File: src/rtl/msg_schedule_gen.sv
// rtl/msg_schedule_gen.sv - SHA-2 message schedule generator with a rolling 16-word window
module msg_schedule_gen #(
  parameter int WORD_W = 32,
  parameter int ROUNDS = 64,
  parameter int IDX_W  = $clog2(ROUNDS)
) (
  input  logic                  clock,
  input  logic                  reset,
  input  logic                  start,
  input  logic                  abort,
  input  logic [16*WORD_W-1:0]  message_block,
  input  logic                  out_ready,
  output logic                  busy,
  output logic                  w_valid,
  output logic [WORD_W-1:0]     w_data,
  output logic [IDX_W-1:0]      w_index,
  output logic                  w_last,
  output logic                  done
);

  generate
    if (WORD_W != 32 && WORD_W != 64) begin : g_bad_word_w
      $error("msg_schedule_gen: WORD_W must be 32 or 64");
    end
    if (ROUNDS < 16) begin : g_bad_rounds
      $error("msg_schedule_gen: ROUNDS must be at least 16");
    end
  endgenerate

  // Rotate/shift amounts for the two small-sigma functions, chosen by word width
  localparam int S0_A = (WORD_W == 64) ? 1  : 7;
  localparam int S0_B = (WORD_W == 64) ? 8  : 18;
  localparam int S0_S = (WORD_W == 64) ? 7  : 3;
  localparam int S1_A = (WORD_W == 64) ? 19 : 17;
  localparam int S1_B = (WORD_W == 64) ? 61 : 19;
  localparam int S1_S = (WORD_W == 64) ? 6  : 10;

  localparam logic [IDX_W-1:0] LAST_IDX = IDX_W'(ROUNDS - 1);

  typedef enum logic {S_IDLE = 1'b0, S_RUN = 1'b1} state_t;

  function automatic logic [WORD_W-1:0] rotr(input logic [WORD_W-1:0] x, input int n);
    return (x >> n) | (x << (WORD_W - n));
  endfunction

  function automatic logic [WORD_W-1:0] sig0(input logic [WORD_W-1:0] x);
    return rotr(x, S0_A) ^ rotr(x, S0_B) ^ (x >> S0_S);
  endfunction

  function automatic logic [WORD_W-1:0] sig1(input logic [WORD_W-1:0] x);
    return rotr(x, S1_A) ^ rotr(x, S1_B) ^ (x >> S1_S);
  endfunction

  state_t            state_q, state_d;
  logic [WORD_W-1:0] win_q [16];
  logic [WORD_W-1:0] win_d [16];
  logic [IDX_W-1:0]  idx_q, idx_d;
  logic              done_q, done_d;

  logic              hs;
  logic              at_last;
  logic [WORD_W-1:0] new_word;

  assign hs       = w_valid & out_ready;
  assign at_last  = (idx_q == LAST_IDX);
  // window[j] holds W(idx+j), so W(idx+16) needs window 14, 9, 1 and 0
  assign new_word = sig1(win_q[14]) + win_q[9] + sig0(win_q[1]) + win_q[0];

  // State register
  always_ff @(posedge clock or negedge reset) begin
    if (!reset) state_q <= S_IDLE;
    else        state_q <= state_d;
  end

  // Next-state logic; abort wins over start and over a final handshake
  always_comb begin
    state_d = state_q;
    if (abort) begin
      state_d = S_IDLE;
    end else begin
      case (state_q)
        S_IDLE:  if (start) state_d = S_RUN;
        S_RUN:   if (hs && at_last) state_d = S_IDLE;
        default: state_d = S_IDLE;
      endcase
    end
  end

  // Outputs come straight from registers so the consumer sees glitch-free data
  always_comb begin
    busy    = (state_q == S_RUN);
    w_valid = busy;
    w_last  = busy && at_last;
    w_data  = win_q[0];
    w_index = idx_q;
    done    = done_q;
  end

  // Window, index and done-pulse next values
  always_comb begin
    win_d  = win_q;
    idx_d  = idx_q;
    done_d = 1'b0;
    if (abort) begin
      idx_d = '0;
    end else if (state_q == S_IDLE) begin
      if (start) begin
        for (int j = 0; j < 16; j++) begin
          win_d[j] = message_block[16*WORD_W-1-j*WORD_W -: WORD_W];
        end
        idx_d = '0;
      end
    end else if (hs) begin
      if (at_last) begin
        done_d = 1'b1;
      end else begin
        for (int j = 0; j < 15; j++) begin
          win_d[j] = win_q[j+1];
        end
        win_d[15] = new_word;
        idx_d     = idx_q + 1'b1;
      end
    end
  end

  // Datapath registers
  always_ff @(posedge clock or negedge reset) begin
    if (!reset) begin
      for (int j = 0; j < 16; j++) win_q[j] <= '0;
      idx_q  <= '0;
      done_q <= 1'b0;
    end else begin
      win_q  <= win_d;
      idx_q  <= idx_d;
      done_q <= done_d;
    end
  end

endmodule

File: config.mk
export PLATFORM = sky130hd
export DESIGN_NAME = msg_schedule_gen
export DESIGN_NICKNAME = d
export VERILOG_FILES = /design/src/rtl/msg_schedule_gen.sv
export SDC_FILE = /design/constraint.sdc
export NUM_CORES = 1
export LEC_CHECK = 0
export CAP_MARGIN = 20
export CORE_MARGIN = 1.5
export CORE_UTILIZATION = 54
export CTS_BUF_LIST = sky130_fd_sc_hd__clkbuf_8
export DETAILED_ROUTE_END_ITERATION = 12
export GPL_TIMING_DRIVEN = 0
export PLACE_DENSITY = 0.83
export SLEW_MARGIN = 25
export SYNTH_ARGS = -nofsm -noshare
export SYNTH_HDL_FRONTEND = slang
export SYNTH_SLANG_ARGS = --single-unit
File: constraint.sdc
create_clock -name clock -period 5.2 [get_ports clock]
set_clock_uncertainty 0.05 [all_clocks]
set_input_delay 1.04 -clock clock [delete_from_list [all_inputs] [get_ports clock]]
set_output_delay 1.04 -clock clock [all_outputs]
set_load 0.005 [all_outputs]
==> metrics.cfg <==
[run_status]
outcome=completed

[routing]
dr.pass1.iters=5
postRouteAntennaNets=0
drt-initial-drc-count=2341
post_drt_wl_per_cell_um=25.3
route.detailed.drc=0
vias=24900
wirelength_mm=109
vias_per_cell=5.80

[power_and_ir_drop]
p_clk_share_pct=17.7
combPwrFrac_pct=57.3
p_per_area_nw_per_um2=617
ir_drop_uv=590
power.leakage_nw=16.7
switchingPower_mw=10.5
p_sw_share_pct=46.3
power_frac_seq_pct=25.0
p_int_mw=12.2

[logic_synthesis]
yosys_warnings=0
synth_top_area_cell=dfrtp_1
synth_top_area_share_pct=45.9
synth-async-reset-ratio_pct=100
synthSimpleGateAreaFrac_pct=8.58
synth_edf_count=0
syn-num-nets=3490
synth_top_family_by_area=multiplexers
syn_area_per_cell_um2=9.85
synthXorXnorAreaFrac_pct=4.48
synthAdderAreaFrac_pct=5.79
synth.most_common_cell=nand2_1
ys_types=56
synthCells=2879
synthMuxAreaShare_pct=17.5
synth_compound_area_share_pct=11.9
synthTopCellsByArea=dfrtp_1, mux2i_1, o21ai_0
synth_seq_cells=520
post_synth_instance_area_um2=28400
yosys-top-cells-count=nand2_1, dfrtp_1, o21ai_0
synth_seq_area_share_pct=45.9
yosys_most_used_dff=dfrtp_1

[worst_setup_path]
crit_fanout=5
timing.rr.start=win_q[44]
cp.required_ns=5.77
rr_worst_depth=15
crit_top_cell=fa_1
worstSetupStartpointType=flop
arrival_ns=5.58
slowest_stage=clkbuf_1
end_kind=flop
cp_cell_sequence=clkbuf_1, xor2_1, xnor2_1, fa_1, fa_1, inv_1, fa_1, a211oi_2, o21ai_1, a21oi_1, o31ai_4, a311oi_2, nor2_1, mux2_1, o211ai_2
cpPeakStageDelay_ns=0.59
worstSetupPathType=reg -> reg
r2r_end=win_q[27]
reg2reg_slack_ns=0.19

[global_routing]
grtUsageTotal_pct=40.4
grt_start_max_net_pins=98
grtUsageMet2_pct=63.4
top_usage_layer=met2
antenna_found_initial=27
met3_usage_pct=10.1
grt_overflow=0
first_global_vias=25500
use_met1_pct=53.0
grt_first_pass_wirelength_mm=159

[clocking]
clk_latency_ns=0.72
cts_buffers=89
clock_path_buffers=3
cts_num_sinks=520
cts_max_level=3
tritoncts=yes
cts.reportedPaths.clkPinSlew_ns=0.06
post_cts.repair.setup_buffers=0
cts_root_buf=clkbuf_8

[sta]
drv_slew=0
rsz0062_at_grt=yes
post-route-period-util_pct=96.3
finalCriticalPeriod_ns=5.01
max_freq_mhz=200
whs_ns=0.266
worstMarginPinSlew_ns=1.09
hold_viol_final=0
slew_headroom_pct=27.1
setup_violations=0

[final_layout]
syn2layout_area_growth_pct=30.1
multiInputGateArea_um2=13700
seq_area_um2=13000
drive_gt1_share_pct=6.81
fillers=3891
fin_cells=4299
finalNetCount=4140
finalInstanceArea_um2=36900

[floorplanning]
die_x_um=232
pin_count=559
start_util_pct=55.0
num_rows=83
core_region_area_um2=51600
die_h_um=232
dieArea_um2=53900

[run]
maxCapViolCount=0

[placed_design]
port_buffers=558
gp_routability_congestion=1.01
place_hpwl_mm=86.5
place_area_um2=34900
dp_cells=4122

[hold_path]
hold_path.class=in -> async

## metrics by stage
step | utilization, % | setup WS (ns) | total power [mW] | TNS [ns]
final | 71.5 | 0.191 | 22.8 | 0
after global placement | 67.4 | -19.30 | 18.3 | -9980.89
after floorplan | - | 0.986 | 14.0 | 0
after detailed placement | 67.7 | 0.0209 | 18.5 | 0
after CTS | 71.4 | 0.0572 | 22.5 | 0
after global routing | 71.5 | -0.0180 | 24.2 | -0.0180
## flip-flops by register name, indices dropped and copies added (netlist names)
register / flops
busy: 1
win_q: 480
w_index: 6
done: 1
w_data: 32
## kinds of logic after synthesis
kind of cell               Yosys count
DFF                                520
AOI/OAI and AO/OA                  626
and+or+nand+nor                    607
xor gates and xnor gates           145
adders and majority gates           94
buffers and inverters              390
muxes                              497
## worst max path at each step
stage,from,slack (ns),end,depth (start not counted)
final,win_q[44],0.19,win_q[27],15
after global routing,win_q[44],-0.02,win_q[27],15
after CTS,win_q[43],0.06,win_q[27],16
after detailed placement,win_q[50],0.02,win_q[27],16
after global placement,reset,-19.30,win_q[108],1
after floorplan,win_q[50],0.99,win_q[27],16
## timing repair
action                                  in CTS  in global routing
resized for setup                            0                  1
hold buffers                                 0                  0
cloned                                       0                  0
endpoints found under the setup margin       1                  6
## critical path: cells and delay by family (launching register included)
| kind | cells | cell delay [ns] |
|---|---|---|
| adder cells (fa/ha/maj) | 3 | 1.43 |
| multiplexers | 1 | 0.36 |
| flip-flops | 1 | 0.32 |
| XOR/XNOR | 2 | 0.42 |
| AO/OA/AOI/OAI | 6 | 1.59 |
| buffers and inverters | 2 | 0.65 |
| AND/OR/NAND/NOR | 1 | 0.10 |
## routing by layer
| layer | wire, um | vias to the layer above |
|---|---|---|
| li1 | - | 11000 |
| met1 | 43000 | 12300 |
| met2 | 49600 | 1361 |
| met3 | 10700 | 279 |
| met4 | 5250 | 12 |
| met5 | 66 | - |
## power groups by stage
| stage | clock, mW | combinational (mW) | sequential (mW) |
|---|---|---|---|
| floorplan | 0 | 8.62 | 5.35 |
| global placement | 0 | 12.6 | 5.66 |
| detailed placement | 0 | 12.8 | 5.68 |
| CTS | 4.04 | 12.9 | 5.62 |
| global route | 4.23 | 14.2 | 5.75 |
| finish | 4.04 | 13.1 | 5.70 |
## cell type report
type	count	area share (%)
Buffer	257	3.10
Timing Repair Buffer	563	15.5
Sequential cell	520	35.3
Clock inverter	48	0.990
Inverter	129	1.31
Antenna cell	19	0.129
Tap cell	680	2.30
Multi-Input combinational cell	1969	37.1
Clock buffer	114	4.25
## cells in the final DEF (no fill, tap or decap), drive strengths merged, types with 3 or more instances in the layout
master,instances
nor2,32
a211oi,9
ha,32
xnor2,95
nor2b,3
a21oi,47
clkdlybuf4s50,557
xor2,50
diode,19
and3,15
nor4,4
clkbuf,289
o21bai,6
nor3,3
a21o,13
bufinv,5
nand4,3
or3,5
o31ai,3
buf,88
o21ai,524
a31oi,5
fa,62
dfrtp,520
a211o,3
mux2i,496
inv,154
a41oi,3
nand3,11
nand2,523
clkinv,17
(Power assumes the default switching activity.)
